## src/rtl/johnson_decoder_if.sv

```systemverilog
// johnson_decoder_if: sample/control inputs and decoded outputs of the Johnson decoder
interface johnson_decoder_if;
    logic [3:0] code_i;
    logic       valid_i;
    logic       clr_i;
    logic [2:0] index_o;
    logic       valid_o;
    logic       dir_o;
    logic       locked_o;
    logic       err_o;
    logic [7:0] pos_o;
    modport master (
        output code_i, valid_i, clr_i,
        input  index_o, valid_o, dir_o, locked_o, err_o, pos_o
    );
    modport slave (
        input  code_i, valid_i, clr_i,
        output index_o, valid_o, dir_o, locked_o, err_o, pos_o
    );
endinterface

```

## src/rtl/johnson_decoder.sv

```systemverilog
// johnson_decoder: decodes a sampled 4-bit Johnson code, tracks direction, lock and relative position
module johnson_decoder #(
    parameter int LOCK_CNT = 3
) (
    input logic clk_i,
    input logic rst_i,
    johnson_decoder_if.slave bus
);
    localparam logic [2:0] LC = 3'(LOCK_CNT);
    typedef enum logic [1:0] {IDLE, ACQUIRE, LOCKED, ERROR} state_t;
    state_t     state, state_n;
    logic [2:0] index, index_n, run, run_n, run_step, idx;
    logic [7:0] pos, pos_n;
    logic       dir, dir_n, valid, valid_n, legal, fwd, rev;
    always_comb begin
        legal = 1'b1;
        idx   = 3'd0;
        case (bus.code_i)
            4'b1111: idx = 3'd0;
            4'b0111: idx = 3'd1;
            4'b0011: idx = 3'd2;
            4'b0001: idx = 3'd3;
            4'b0000: idx = 3'd4;
            4'b1000: idx = 3'd5;
            4'b1100: idx = 3'd6;
            4'b1110: idx = 3'd7;
            default: legal = 1'b0;
        endcase
    end
    assign fwd = idx == index + 3'd1;
    assign rev = idx == index - 3'd1;
    // a direction change restarts the run at 1 (this step counts), a fresh run just counts up
    assign run_step = (run == 3'd0 || fwd == dir) ? ((run == LC) ? run : run + 3'd1) : 3'd1;
    always_comb begin
        state_n = state;
        index_n = index;
        dir_n   = dir;
        pos_n   = pos;
        run_n   = run;
        valid_n = 1'b0;
        if (bus.clr_i) begin
            state_n = IDLE;
            pos_n   = 8'd0;
            run_n   = 3'd0;
        end else if (bus.valid_i && state != ERROR) begin
            if (!legal) begin
                state_n = ERROR;
            end else if (state == IDLE) begin
                index_n = idx;
                valid_n = 1'b1;
                run_n   = 3'd0;
                state_n = ACQUIRE;
            end else if (idx == index) begin
                valid_n = 1'b1;
            end else if (fwd || rev) begin
                index_n = idx;
                valid_n = 1'b1;
                dir_n   = fwd;
                pos_n   = fwd ? pos + 8'd1 : pos - 8'd1;
                run_n   = run_step;
                state_n = (run_step == LC) ? LOCKED : state;
            end else if (state == LOCKED) begin
                state_n = ERROR;
            end else begin
                index_n = idx;
                valid_n = 1'b1;
                run_n   = 3'd0;
            end
        end
    end
    always_ff @(posedge clk_i or negedge rst_i) begin
        if (!rst_i) begin
            state <= IDLE;
            index <= 3'd0;
            dir   <= 1'b1;
            pos   <= 8'd0;
            run   <= 3'd0;
            valid <= 1'b0;
        end else begin
            state <= state_n;
            index <= index_n;
            dir   <= dir_n;
            pos   <= pos_n;
            run   <= run_n;
            valid <= valid_n;
        end
    end
    assign bus.index_o  = index;
    assign bus.valid_o  = valid;
    assign bus.dir_o    = dir;
    assign bus.pos_o    = pos;
    assign bus.locked_o = state == LOCKED;
    assign bus.err_o    = state == ERROR;
endmodule

```

## src/flat_wrapper.sv

```systemverilog
// flat-port wrapper written by rule: the top's interface ports become plain ports
module johnson_decoder_flat 
#(
    parameter int LOCK_CNT = 3
)
  (clk_i, rst_i, bus_code_i, bus_valid_i, bus_clr_i, bus_index_o, bus_valid_o, bus_dir_o, bus_locked_o, bus_err_o, bus_pos_o);
  johnson_decoder_if bus_i ();
  input logic clk_i;
  input logic rst_i;
  input wire logic [$bits(bus_i.code_i)-1:0] bus_code_i;
  input wire logic [$bits(bus_i.valid_i)-1:0] bus_valid_i;
  input wire logic [$bits(bus_i.clr_i)-1:0] bus_clr_i;
  output wire logic [$bits(bus_i.index_o)-1:0] bus_index_o;
  output wire logic [$bits(bus_i.valid_o)-1:0] bus_valid_o;
  output wire logic [$bits(bus_i.dir_o)-1:0] bus_dir_o;
  output wire logic [$bits(bus_i.locked_o)-1:0] bus_locked_o;
  output wire logic [$bits(bus_i.err_o)-1:0] bus_err_o;
  output wire logic [$bits(bus_i.pos_o)-1:0] bus_pos_o;
  assign bus_i.code_i = bus_code_i;
  assign bus_i.valid_i = bus_valid_i;
  assign bus_i.clr_i = bus_clr_i;
  assign bus_index_o = bus_i.index_o;
  assign bus_valid_o = bus_i.valid_o;
  assign bus_dir_o = bus_i.dir_o;
  assign bus_locked_o = bus_i.locked_o;
  assign bus_err_o = bus_i.err_o;
  assign bus_pos_o = bus_i.pos_o;
  johnson_decoder #(.LOCK_CNT(LOCK_CNT)) u_core (.clk_i(clk_i), .rst_i(rst_i), .bus(bus_i));
endmodule
```

## config.mk

```make
export PLATFORM = sky130hd
export DESIGN_NAME = johnson_decoder_flat
export DESIGN_NICKNAME = d
export VERILOG_FILES = /design/src/rtl/johnson_decoder_if.sv /design/src/rtl/johnson_decoder.sv /design/src/flat_wrapper.sv
export SDC_FILE = /design/constraint.sdc
export NUM_CORES = 1
export LEC_CHECK = 0
export CAP_MARGIN = 20
export CORE_MARGIN = 10
export CORE_UTILIZATION = 68
export DETAILED_ROUTE_END_ITERATION = 7
export DONT_BUFFER_PORTS = 1
export PLACE_DENSITY = 0.83
export REMOVE_ABC_BUFFERS = 1
export SLEW_MARGIN = 15
export SYNTH_ARGS = -nofsm -noshare
export SYNTH_HDL_FRONTEND = slang
export SYNTH_SLANG_ARGS = --single-unit
```

## constraint.sdc

```tcl
create_clock -name clk_i -period 5.6 [get_ports clk_i]
set_input_delay 1.12 -clock clk_i [delete_from_list [all_inputs] [get_ports clk_i]]
set_output_delay 1.12 -clock clk_i [all_outputs]
set_load 0.1 [all_outputs]
```

==> results by group <==
Status
  • Status: complete, no violations

Final layout
  • FF+latch area: 452 sq um
  • Fin util: 0.748
  • Syn-to-layout area delta: 4.05%
  • Multi-input logic area: 1080 sq um
  • Fillers: 182
  • Fraction of layout cells with a size suffix above 1: 0.108
  • Nets@finish: 206
  • ANT cells: 0

Power and ir drop
  • P_sw: around 0.33 mW
  • Pwr Total: around 0.64 mW
  • Worst VDD drop: 303 uV
  • Net Sw Frac: 0.513
  • Combinational power share: 0.549
  • Leakage: 0.724 nW
  • Pwr Density: around 380 nW/um^2
  • Fraction of power consumed by sequential logic: 0.318
  • Int Pwr: 0.312 mW
  • Clock group share of total power: 0.132

Global route
  • First-pass GRT wire length: 6710 microns
  • Vias in the first global route: 1,408
  • Initial antenna violation count: 0
  • Largest net degree at the start of global routing: 19
  • Gr usage total: 0.182
  • Overflow after GRT: 0

Place
  • RD Place Congestion: 0.944
  • PortBufs: 0
  • Post-DP HPWL: ~3200 microns

CTS
  • Cts bufs inserted: 3
  • CTS tree: yes
  • Worst-Skew Late Latency: 0.31 ns
  • CTS Hold Bufs: 0
  • Clk slew on worst S/H paths: 0.12 ns
  • Clk root buf: clkbuf_4
  • Clock tree buffer depth: 2
  • Clk sinks: 18
  • Cts repair resizes: 0
  • H-tree Lvls: 1
  • Setup Fix Bufs, Post-CTS: 0

Die
  • Initial core utilization: 0.719
  • Die W: 68.6 microns
  • IO Count: 23
  • Core Box Area: 2230 sq um
  • Total die area: 4700 sq um
  • Site Rows: 17
  • Die height: 68.6 microns

Logic synthesis
  • Syn. warnings: 0
  • Mean Syn Cell Area: 8.58 sq um
  • Post-Syn Instances: around 190
  • Synth Flop Type: dfrtp_1
  • Fraction of registers with async set/reset: 1.00
  • Post-synth EDFFs: 0
  • Post-Synthesis Cell Area: roughly 1600 sq um
  • Sequential fraction of the synthesis area: 0.281
  • Yosys reg bits: 18
  • Number of distinct library cells after synthesis: 56

Routing
  • Total wire length: 4080 microns
  • Pre-antenna DRT Iters: 4
  • Wire per inst: approximately 19 microns
  • Via count: 1,492
  • # DRC: 0
  • ANT nets after route: 0
  • Via density: 6.97
  • DRT iter0 DRCs: 129

Worst hold path
  • Hold Path Class: in -> async

STA
  • Worst Max-Slew Pin Slew: 1.08 ns
  • Max Clock Freq: approximately 0.22 GHz
  • Final period util: 0.810
  • Slew HR: 0.282
  • Fin. max-slew vios: 0
  • # setup viols final: 0
  • Tmin final: 4.54 ns
  • Hold Fails Final Rpt: 0
  • Skew final: a little under 0.01 ns
  • Setup_tns: 0 ns
  • Setup repair after global routing missed its margin: no

Worst setup path
  • CP arrival: 4.78 ns
  • CP max FO: 17
  • Startpoint type of the worst setup path: register
  • WP data required: about 6 ns
  • Worst Setup End Kind: register
  • Crit path kind: reg -> reg

Job
  • Max Cap Violations: 0
## power groups by stage
stage / clock (mW) / combinational (mW) / sequential, mW
floorplan: 0 / 0.220 / 0.265
global placement: 0 / 0.328 / 0.206
detailed placement: 0 / 0.345 / 0.207
CTS: 0.0847 / 0.347 / 0.204
global route: 0.0912 / 0.377 / 0.206
finish: 0.0848 / 0.352 / 0.204
## final timing paths
kind                                        from                    end  slack, ns  cells past startpoint
max in group asynchronous                  rst_i       u_core.bus.dir_o       4.94                      0
setup reg to reg           u_core.bus.index_o[0]    u_core.bus.pos_o[7]       1.06                     15
setup / recovery           u_core.bus.index_o[0]    u_core.bus.pos_o[7]       1.06                     15
min in group clk_i                 u_core.run[2]          u_core.run[2]       0.61                      2
hold / removal                             rst_i  u_core.bus.index_o[0]       0.49                      0
hold reg to reg                    u_core.run[2]          u_core.run[2]       0.61                      2
## worst max-delay path, cell delays in order, from the launching register on
cell and delay, ns:
dfrtp_1 0.35, buf_4 0.38, inv_1 0.19, ha_1 0.46
or3_1 0.36, a21oi_1 0.16, a2111o_1 0.17, nand3_1 0.31
ha_1 0.42, a21o_1 0.19, a21oi_1 0.20, o21ai_0 0.15
o41ai_1 0.41, xor2_1 0.14, or4_1 0.43, a21oi_1 0.16
## metrics by stage
| step | area, sq um | hold slack, ns | setup WS, ns | std cells |
|---|---|---|---|---|
| floorplan | 1570 | 0.521 | 1.12 | 179 |
| global placement | 1630 | 0.552 | 1.49 | 210 |
| detailed placement | 1630 | 0.568 | 1.17 | 210 |
| CTS | 1670 | 0.486 | 1.15 | 214 |
| global route | 1670 | 0.470 | 0.787 | 214 |
| finish | 1670 | 0.486 | 1.06 | 214 |
## Yosys cell counts (2+ instances only)
cell,count,area share
nand3_1,3,0.0094
clkbuf_1,3,0.0070
o21ai_0,16,0.050
nand4_1,3,0.012
o31ai_1,3,0.014
xor2_1,6,0.033
buf_2,2,0.0062
a21o_1,2,0.0094
a31oi_1,3,0.012
nand3b_1,2,0.0094
dfrtp_1,17,0.27
nor2b_1,4,0.016
or3_1,3,0.012
nand2_1,19,0.044
nand2b_1,3,0.012
a21boi_0,2,0.0094
nor3b_1,3,0.014
ha_1,10,0.078
xnor2_1,5,0.027
a21oi_1,9,0.028
or4_1,2,0.0094
buf_1,2,0.0047
inv_1,13,0.030
a2111oi_0,2,0.011
mux2i_1,3,0.019
nor2_1,11,0.026
o41ai_1,2,0.011
mux2_4,3,0.028
and3b_1,2,0.011
nor3_1,3,0.0094
## cell type report
| cell class | count | area share |
|---|---|---|
| repair buffers | 3 | 0.0135 |
| multi-input cells | 148 | 0.644 |
| inverters | 13 | 0.0292 |
| clock buffers | 4 | 0.0217 |
| flip-flops and latches | 18 | 0.270 |
| well taps | 28 | 0.0210 |
## metal layers
layer  vias to the layer above  track usage  share of wire
met3                        20       0.0515          0.098
li1                        680            -              -
met4                         0       0.0653          0.025
met1                       717        0.212           0.39
met2                        75        0.312           0.48
met5                         -            0              0
## registers in the layout, indices dropped and copies added, names as in the netlist
register and cells:
u_core.bus.dir_o 1, u_core.bus.index_o 3, u_core.bus.pos_o 8, u_core.bus.valid_o 1
u_core.run 3, u_core.state 2
## kinds of logic after synthesis
logic type,Yosys count,synth area share
xor gates and xnor gates,12,0.0740
buffers and inverters,21,0.0514
and+or+nand+nor,67,0.235
adders and majority gates,11,0.0904
AOI/OAI and AO/OA,51,0.214
muxes,7,0.0538
DFF,18,0.281
## cell usage in the layout, fill, tap and decap left out, types with 4 or more instances in the layout
cell type | netlist | routed
nor2b_1 | 4 | 4
xnor2_1 | 5 | 5
inv_1 | 13 | 13
dfrtp_1 | 17 | 17
o21ai_0 | 16 | 16
nor2_1 | 11 | 9
ha_1 | 10 | 10
xor2_1 | 6 | 6
a21oi_1 | 9 | 9
nand2_1 | 19 | 19
(Power assumes the default switching activity.)
